**config.mk**
```make
export PLATFORM = sky130hd
export DESIGN_NAME = sprite_layer_mixer
export DESIGN_NICKNAME = d
export VERILOG_FILES = /design/src/rtl/flappy_pkg.sv /design/src/rtl/coin_vis_reg.sv /design/src/rtl/sprite_layer_mixer.sv
export SDC_FILE = /design/constraint.sdc
export NUM_CORES = 1
export LEC_CHECK = 0
export BUFFER_PORTS_ARGS = -buffer_cell sky130_fd_sc_hd__buf_2
export CORE_AREA = 2 2 174 176
export CTS_CLUSTER_SIZE = 14
export DETAILED_ROUTE_END_ITERATION = 7
export DIE_AREA = 0 0 176 178
export HOLD_SLACK_MARGIN = 0.05
export PLACE_DENSITY = 0.8
export SLEW_MARGIN = 10
export SYNTH_ARGS = -nofsm -noshare
export SYNTH_HDL_FRONTEND = slang
export SYNTH_HIERARCHICAL = 1
export SYNTH_SLANG_ARGS = --single-unit
```
**constraint.sdc**
```tcl
create_clock -name clk_vga -period 4.19 [get_ports clk_vga]
set_clock_uncertainty 0.2 [all_clocks]
set_input_delay 0.838 -clock clk_vga [delete_from_list [all_inputs] [get_ports clk_vga]]
set_output_delay 0.838 -clock clk_vga [all_outputs]
set_load 0.005 [all_outputs]
```
**src/rtl/flappy_pkg.sv**
```systemverilog
// Shared types and helpers for the Flappy VGA compositor.
package flappy_pkg;

    localparam int COORD_W = 10;
    localparam logic [7:0] TRANSPARENT = 8'hFF;

    // Widest packed slot bus the helper accepts (8 slots x 16-bit coordinates).
    localparam int SLOT_BUS_W = 128;

    // Layer codes carried down the pixel pipeline.
    typedef enum logic [1:0] {
        LAYER_NONE = 2'd0,
        LAYER_CAT  = 2'd1,
        LAYER_PIPE = 2'd2,
        LAYER_COIN = 2'd3
    } layer_t;

    // Returns slot idx of a packed bus (slot 0 in the LSBs) in the low bits;
    // the caller truncates the result to its field width.
    function automatic logic [SLOT_BUS_W-1:0] slot_field(
        input logic [SLOT_BUS_W-1:0] bus,
        input int unsigned           idx,
        input int unsigned           width
    );
        return bus >> (idx * width);
    endfunction

endpackage

```
**src/rtl/coin_vis_reg.sv**
```systemverilog
// Coin visibility mask: init clears it, otherwise a collect clears one bit
// of the current mask and a shift then advances the slots, refilling the
// top slot with a visible coin.
module coin_vis_reg #(
    parameter int NUM_SLOTS = 5,
    parameter int IDX_W     = $clog2(NUM_SLOTS)
) (
    input  logic                 clk_vga,
    input  logic                 rst,
    input  logic                 vis_init,
    input  logic                 vis_shift,
    input  logic                 collect_valid,
    input  logic [IDX_W-1:0]     collect_idx,
    output logic [NUM_SLOTS-1:0] coin_vis
);

    logic [NUM_SLOTS-1:0] v_col;
    logic [NUM_SLOTS-1:0] v_next;

    // Next mask: collect on the pre-shift mask, then the optional shift.
    // NOTE: every variable gets a default at the top of always_comb so no path leaves it unassigned (no latch).
    always_comb begin
        v_col = coin_vis;
        if (collect_valid && (int'(collect_idx) < NUM_SLOTS)) begin
            v_col[collect_idx] = 1'b0;
        end
        v_next = v_col;
        if (vis_shift) begin
            v_next = {1'b1, v_col[NUM_SLOTS-1:1]};
        end
    end

    // Mask register; init overrides collect and shift.
    // NOTE: sequential state uses non-blocking assignments so every register samples pre-edge values.
    always_ff @(posedge clk_vga or posedge rst) begin
        if (rst) begin
            coin_vis <= '0;
        end else if (vis_init) begin
            coin_vis <= '0;
        end else begin
            coin_vis <= v_next;
        end
    end

endmodule

```
**src/rtl/sprite_layer_mixer.sv**
```systemverilog
// Per-pixel sprite compositor: cat over pipes over coins, with geometric
// ROM addressing, a 3-edge pipeline matched to 1-cycle synchronous ROMs,
// and per-frame collision / coin-hit reporting.
module sprite_layer_mixer #(
    parameter int               NUM_SLOTS   = 5,
    parameter int               COORD_W     = flappy_pkg::COORD_W,
    parameter int               RGB_W       = 8,
    parameter logic [RGB_W-1:0] TRANSPARENT = flappy_pkg::TRANSPARENT,
    parameter int               CAT_W       = 32,
    parameter int               PIPE_W      = 64,
    parameter int               PIPE_H      = 32,
    parameter int               COIN_W      = 32,
    parameter int               COIN_H      = 21
) (
    input  logic                                 clk_vga,
    input  logic                                 rst,
    input  logic [COORD_W-1:0]                   x_ptr,
    input  logic [COORD_W-1:0]                   y_ptr,
    input  logic                                 frame_sync,
    input  logic [COORD_W-1:0]                   cat_xl,
    input  logic [COORD_W-1:0]                   cat_xr,
    input  logic [COORD_W-1:0]                   cat_yt,
    input  logic [COORD_W-1:0]                   cat_yb,
    input  logic [NUM_SLOTS*COORD_W-1:0]         pipe_xl,
    input  logic [NUM_SLOTS*COORD_W-1:0]         pipe_xr,
    input  logic [NUM_SLOTS*COORD_W-1:0]         pipe_gap_t,
    input  logic [NUM_SLOTS*COORD_W-1:0]         pipe_gap_b,
    input  logic [NUM_SLOTS*COORD_W-1:0]         coin_xl,
    input  logic [NUM_SLOTS*COORD_W-1:0]         coin_y,
    input  logic                                 vis_init,
    input  logic                                 vis_shift,
    input  logic                                 collect_valid,
    input  logic [$clog2(NUM_SLOTS)-1:0]         collect_idx,
    output logic [$clog2(CAT_W)+COORD_W-1:0]     addr_cat,
    output logic [$clog2(PIPE_W*PIPE_H)-1:0]     addr_pipe,
    output logic [$clog2(COIN_W)+5-1:0]          addr_coin,
    input  logic [RGB_W-1:0]                     data_cat,
    input  logic [RGB_W-1:0]                     data_pipe,
    input  logic [RGB_W-1:0]                     data_coin,
    output logic [RGB_W-1:0]                     RGB,
    output logic [NUM_SLOTS-1:0]                 coin_vis,
    output logic                                 collide,
    output logic [NUM_SLOTS-1:0]                 coin_hit
);

    import flappy_pkg::*;

    localparam int CAT_SH  = $clog2(CAT_W);
    localparam int CAT_AW  = CAT_SH + COORD_W;
    localparam int PW_B    = $clog2(PIPE_W);
    localparam int PH_B    = $clog2(PIPE_H);
    localparam int COIN_SH = $clog2(COIN_W);
    localparam int COIN_AW = COIN_SH + 5;

    // Unpacked per-slot geometry.
    logic [COORD_W-1:0] p_xl [NUM_SLOTS];
    logic [COORD_W-1:0] p_xr [NUM_SLOTS];
    logic [COORD_W-1:0] p_gt [NUM_SLOTS];
    logic [COORD_W-1:0] p_gb [NUM_SLOTS];
    logic [COORD_W-1:0] c_xl [NUM_SLOTS];
    logic [COORD_W-1:0] c_y  [NUM_SLOTS];

    for (genvar g = 0; g < NUM_SLOTS; g++) begin : g_slot
        assign p_xl[g] = COORD_W'(slot_field(SLOT_BUS_W'(pipe_xl),    g, COORD_W));
        assign p_xr[g] = COORD_W'(slot_field(SLOT_BUS_W'(pipe_xr),    g, COORD_W));
        assign p_gt[g] = COORD_W'(slot_field(SLOT_BUS_W'(pipe_gap_t), g, COORD_W));
        assign p_gb[g] = COORD_W'(slot_field(SLOT_BUS_W'(pipe_gap_b), g, COORD_W));
        assign c_xl[g] = COORD_W'(slot_field(SLOT_BUS_W'(coin_xl),    g, COORD_W));
        assign c_y[g]  = COORD_W'(slot_field(SLOT_BUS_W'(coin_y),     g, COORD_W));
    end

    coin_vis_reg #(
        .NUM_SLOTS (NUM_SLOTS)
    ) u_coin_vis (
        .clk_vga       (clk_vga),
        .rst           (rst),
        .vis_init      (vis_init),
        .vis_shift     (vis_shift),
        .collect_valid (collect_valid),
        .collect_idx   (collect_idx),
        .coin_vis      (coin_vis)
    );

    logic                 cat_on;
    logic [COORD_W-1:0]   cat_dx;
    logic [COORD_W-1:0]   cat_dy;
    logic [CAT_AW-1:0]    cat_addr_d;
    logic [NUM_SLOTS-1:0] pipe_on;
    logic [NUM_SLOTS-1:0] coin_on;
    logic [COORD_W-1:0]   c_dx [NUM_SLOTS];
    logic [COORD_W-1:0]   c_dy [NUM_SLOTS];
    logic                 pipe_any;
    logic [PW_B-1:0]      pipe_dx;
    logic                 coin_any;
    logic [COORD_W-1:0]   coin_dx;
    logic [COORD_W-1:0]   coin_dy;
    logic [COIN_AW-1:0]   coin_addr_d;
    layer_t               layer_d;
    layer_t               layer_s1;
    layer_t               layer_s2;
    logic [RGB_W-1:0]     rgb_d;
    logic                 col_s;
    logic [NUM_SLOTS-1:0] hit_s;
    logic                 col_now;
    logic [NUM_SLOTS-1:0] hit_now;

    // Cat hit test and its ROM address (only used when cat_on).
    always_comb begin
        cat_on     = (x_ptr >= cat_xl) && (x_ptr <= cat_xr) &&
                     (y_ptr >= cat_yt) && (y_ptr <= cat_yb);
        cat_dx     = x_ptr - cat_xl;
        cat_dy     = y_ptr - cat_yt;
        cat_addr_d = (CAT_AW'(cat_dy) << CAT_SH) + CAT_AW'(cat_dx);
    end

    // Per-slot pipe and coin hit tests; coin bounds are checked as offsets
    // so that xl+COIN_W-1 can never wrap.
    always_comb begin
        for (int i = 0; i < NUM_SLOTS; i++) begin
            c_dx[i]    = x_ptr - c_xl[i];
            c_dy[i]    = y_ptr - c_y[i];
            pipe_on[i] = (x_ptr >= p_xl[i]) && (x_ptr <= p_xr[i]) &&
                         ((y_ptr <= p_gt[i]) || (y_ptr >= p_gb[i]));
            coin_on[i] = coin_vis[i] &&
                         (x_ptr >= c_xl[i]) && (c_dx[i] < COORD_W'(COIN_W)) &&
                         (y_ptr >= c_y[i])  && (c_dy[i] < COORD_W'(COIN_H));
        end
    end

    // Lowest-index slot wins: scan downwards so the last match is the lowest.
    always_comb begin
        pipe_any = 1'b0;
        pipe_dx  = '0;
        coin_any = 1'b0;
        coin_dx  = '0;
        coin_dy  = '0;
        for (int i = NUM_SLOTS - 1; i >= 0; i--) begin
            if (pipe_on[i]) begin
                pipe_any = 1'b1;
                pipe_dx  = PW_B'(x_ptr - p_xl[i]);
            end
            if (coin_on[i]) begin
                coin_any = 1'b1;
                coin_dx  = c_dx[i];
                coin_dy  = c_dy[i];
            end
        end
        coin_addr_d = (COIN_AW'(coin_dy) << COIN_SH) + COIN_AW'(coin_dx);
    end

    // Layer priority for the current pixel: CAT > PIPE > COIN > NONE.
    always_comb begin
        layer_d = LAYER_NONE;
        if (cat_on) begin
            layer_d = LAYER_CAT;
        end else if (pipe_any) begin
            layer_d = LAYER_PIPE;
        end else if (coin_any) begin
            layer_d = LAYER_COIN;
        end
    end

    // Edges E0/E1: register addresses of active layers, then walk the layer
    // code alongside the ROM latency.
    always_ff @(posedge clk_vga or posedge rst) begin
        if (rst) begin
            addr_cat  <= '0;
            addr_pipe <= '0;
            addr_coin <= '0;
            layer_s1  <= LAYER_NONE;
            layer_s2  <= LAYER_NONE;
        end else begin
            if (cat_on) begin
                addr_cat <= cat_addr_d;
            end
            if (pipe_any) begin
                addr_pipe <= {y_ptr[PH_B-1:0], pipe_dx};
            end
            if (coin_any) begin
                addr_coin <= coin_addr_d;
            end
            layer_s1 <= layer_d;
            layer_s2 <= layer_s1;
        end
    end

    // Pick the ROM word for the stage-2 layer; the colour key blanks it.
    always_comb begin
        case (layer_s2)
            LAYER_CAT:  rgb_d = data_cat;
            LAYER_PIPE: rgb_d = data_pipe;
            LAYER_COIN: rgb_d = data_coin;
            default:    rgb_d = '0;
        endcase
        if (rgb_d == TRANSPARENT) begin
            rgb_d = '0;
        end
    end

    // Edge E2: composited pixel out.
    always_ff @(posedge clk_vga or posedge rst) begin
        if (rst) begin
            RGB <= '0;
        end else begin
            RGB <= rgb_d;
        end
    end

    assign col_now = cat_on && pipe_any;
    assign hit_now = {NUM_SLOTS{cat_on}} & coin_on;

    // Sticky per-frame flags; the frame_sync pixel is folded into the report.
    always_ff @(posedge clk_vga or posedge rst) begin
        if (rst) begin
            col_s    <= 1'b0;
            hit_s    <= '0;
            collide  <= 1'b0;
            coin_hit <= '0;
        end else if (frame_sync) begin
            collide  <= col_s | col_now;
            coin_hit <= hit_s | hit_now;
            col_s    <= 1'b0;
            hit_s    <= '0;
        end else begin
            col_s <= col_s | col_now;
            hit_s <= hit_s | hit_now;
        end
    end

endmodule

```
==> impl_metrics.csv <==
group,metric,value,unit
floorplan,start_util,0.5164,
critical_path,crit_type,"input pin to register",
sta,period_share,1.038,
power,peakVddDrop,0.0001790,V
synth,synthMuxAreaShare,0.03412,
clocking,clockBufferDepth,2,
final_layout,fillers,2382,
sta,layout_min_cycle_time,4.350,ns
place,globalplace.congestion,0.9961,
synth,synth_top_area_frac,0.2876,
outcome,status,"complete, but fails checks",
clocking,clockRootBuffer,"clkbuf_16",
synth,yosys_most_used_dff,"dfrtp_1",
clocking,cts_tree,"yes",
floorplan,ios,448,
sta,drv_slew,0,
synth,synth_compound_area_frac,0.2331,
global_routing,grt_pass1_wl,84.51,mm
critical_path,worstSetupStartpointType,"input pin",
sta,max_freq,0.2299,GHz
detailed_routing,totalWireLength,55.17,mm
detailed_routing,drt_iter0_markers,857,
final_layout,largestRegisters,"addr_cat (15), addr_pipe (11), addr_coin (10)",
synth,synthAdderAreaFrac,0.3127,
power,power.leakage,0.01171,uW
synth,yosysTopAreaCell,"ha_1",
synth,yosysSeqAreaShare,0.1071,
place,dpl.hpwl,46.63,mm
sta,rsz0062_at_grt,"true",
final_layout,nNetsFinal,3449,
clocking,clk_pin_slew,0.06,ns
detailed_routing,avgRoutedWirePerCell,17.88,um
global_routing,grt_usage,0.3395,
final_layout,largest_reg_flops,15,
clocking,clock-sinks,65,
final_layout,drive_above_1_share,0.3190,
clocking,clock_latency,0.35,ns
critical_path,critPathRequiredTime,4.27,ns
synth,synthTopCellsByCount,"inv_1, ha_1, a21oi_1",
clocking,h-tree-depth,3,
floorplan,die-area,31330,sq um
detailed_routing,drt-pass1-iter-count,5,
final_layout,top_register,"addr_cat",
synth,synthArstFlopShare,1.000,
synth,synth_most_common_cell,"inv_1",
synth,synth_warnings,6,
floorplan,die_height,178,um
sta,setup_slack,-0.1599,ns
global_routing,grt_pass1_vias,17360,
final_layout,area_growth,36.66,%
outcome,violations,"setup timing",
synth,syn_inst,1974,
critical_path,crit_arrival,4.43,ns
flow_run,drv_cap,0,
final_layout,post-route-util,0.7056,
worst_hold_path,min_path_type,"register to register",
detailed_routing,drtAntennaViolNets,0,
sta,worst_pin_slew,0.8540,ns
synth,synth_edf_count,0,
synth,netlist_top_cells_area,"ha_1, dfrtp_1, inv_1",
critical_path,worstPathMaxFanout,6,
synth,synth_seq_cells,65,
synth,synth_top_family_by_area,"adder cells",
global_routing,grt_max_degree,36,
clocking,numCtsBuffers,9,
synth,synth-xor-area-share,0.04327,
sta,fin_hold_ws,0.1728,ns
sta,slew_headroom,0.4298,
power,pwr_density_cell,214.2,nW/um^2
global_routing,grt_overflow,0,
detailed_routing,vias,17450,
sta,setup_viol,6,
floorplan,fp.dieW,176,um
power,power,4444,uW
synth,ys_types,92,
synth,avgSynthCellArea,7.691,sq um
detailed_routing,vias_per_cell,5.654,
global_routing,grt_antenna_before_repair,2,
sta,hold_viol,0,
synth,synth-simple-area-share,0.1662,
detailed_routing,drc_errors,0,
critical_path,worst_setup_path_end_kind,"register",
synth,synth_area,15180,sq um
place,numPortBuffers,447,
floorplan,rows,63,
floorplan,coreArea,29400,sq um
## through the flow
stage | setup TNS [ns] | setup slack (ns) | cell area, sq um | std cells
2_1_floorplan | -4.346 | -1.139 | 15270 | 1977
3_3_place_gp | -9.022 | -0.4891 | 19810 | 3036
3_5_place_dp | -13.58 | -0.6528 | 19810 | 3036
4_1_cts | -0.6860 | -0.1421 | 20270 | 3059
5_1_grt | -2.892 | -0.3221 | 20740 | 3084
6_report | -0.6496 | -0.1599 | 20750 | 3086
## metal layers
layer	wire length, um	up-vias	track usage
met5	0	-	0
met4	3163	0	0.1839
met3	3479	201	0.04774
met2	25730	747	0.5837
met1	22800	8077	0.4111
li1	-	8424	-
## area by class of cell
class	count	area [sq um]	share of cell area
Sequential cell	65	1627	0.07840
Antenna cell	3	7.507	0.0003618
Clock inverter	7	77.57	0.003739
Inverter	388	1464	0.07056
Clock buffer	9	225.2	0.01086
Tap cell	390	488.0	0.02352
Timing Repair Buffer	724	4477	0.2158
Multi-Input combinational cell	1500	12380	0.5968
## final timing paths
| kind | from | endpoint | slack (ns) | cells past startpoint |
|---|---|---|---|---|
| hold / removal | layer_s1[0]$_DFF_PP0_ | layer_s2[0]$_DFF_PP0_ | 0.17 | 0 |
| min in group asynchronous | rst | u_coin_vis/coin_vis[4]$_DFF_PP0_ | 0.22 | 2 |
| setup / recovery | y_ptr[0] | addr_coin[5]$_DFFE_PP0P_ | -0.16 | 20 |
| hold reg to reg | layer_s1[0]$_DFF_PP0_ | layer_s2[0]$_DFF_PP0_ | 0.17 | 0 |
| max in group asynchronous | rst | RGB[4]$_DFF_PP0_ | 2.41 | 3 |
| setup reg to reg | u_coin_vis/coin_vis[4]$_DFF_PP0_ | addr_coin[5]$_DFFE_PP0P_ | 0.98 | 12 |
## critical path: stages
cell        delay (ns)
buf_8             0.10
clkinvlp_4        0.17
buf_6             0.13
ha_4              0.12
inv_1             0.04
fa_2              0.33
a21o_1            0.19
a21oi_2           0.15
buf_4             0.16
xor2_2            0.16
a31oi_1           0.08
a2111oi_2         0.22
nand4_1           0.24
buf_6             0.21
mux2_2            0.27
mux2_4            0.27
mux2_2            0.26
mux2i_1           0.16
ha_2              0.18
mux2_4            0.13
## layout by cell type, fill, tap and decap left out, types with 65 or more instances in the layout
master   Yosys  layout
ha_1       349     341
nor2_1      93      93
dfrtp_1     65      65
buf_2        5     444
o21ai_0     98      87
inv_1      388     382
buf_4        1     258
a21o_1      76      76
nand2_1     86      85
a21oi_1    153     144
## cells by family after synthesis
kind of cell               Yosys count
and+or+nand+nor                    459
muxes                               48
DFF                                 65
adders and majority gates          368
AOI/OAI and AO/OA                  545
buffers and inverters              412
other                                2
xor gates and xnor gates            75
## power by group
| group | total (uW) | internal, uW | switching (uW) |
|---|---|---|---|
| registers | 876 | 773 | 103 |
| logic | 2780 | 1380 | 1400 |
| clock network | 787 | 466 | 321 |
| total | 4440 | 2620 | 1830 |
## what timing repair did
action / in CTS / in global routing
gates cloned: 0 / 1
buffers inserted: 7 / 23
setup endpoints to repair: 13 / 30
gates resized for setup: 23 / 69
pin swaps: 6 / 41
hold buffers: 0 / 0
No activity file was read; power rests on OpenSTA's default activity.
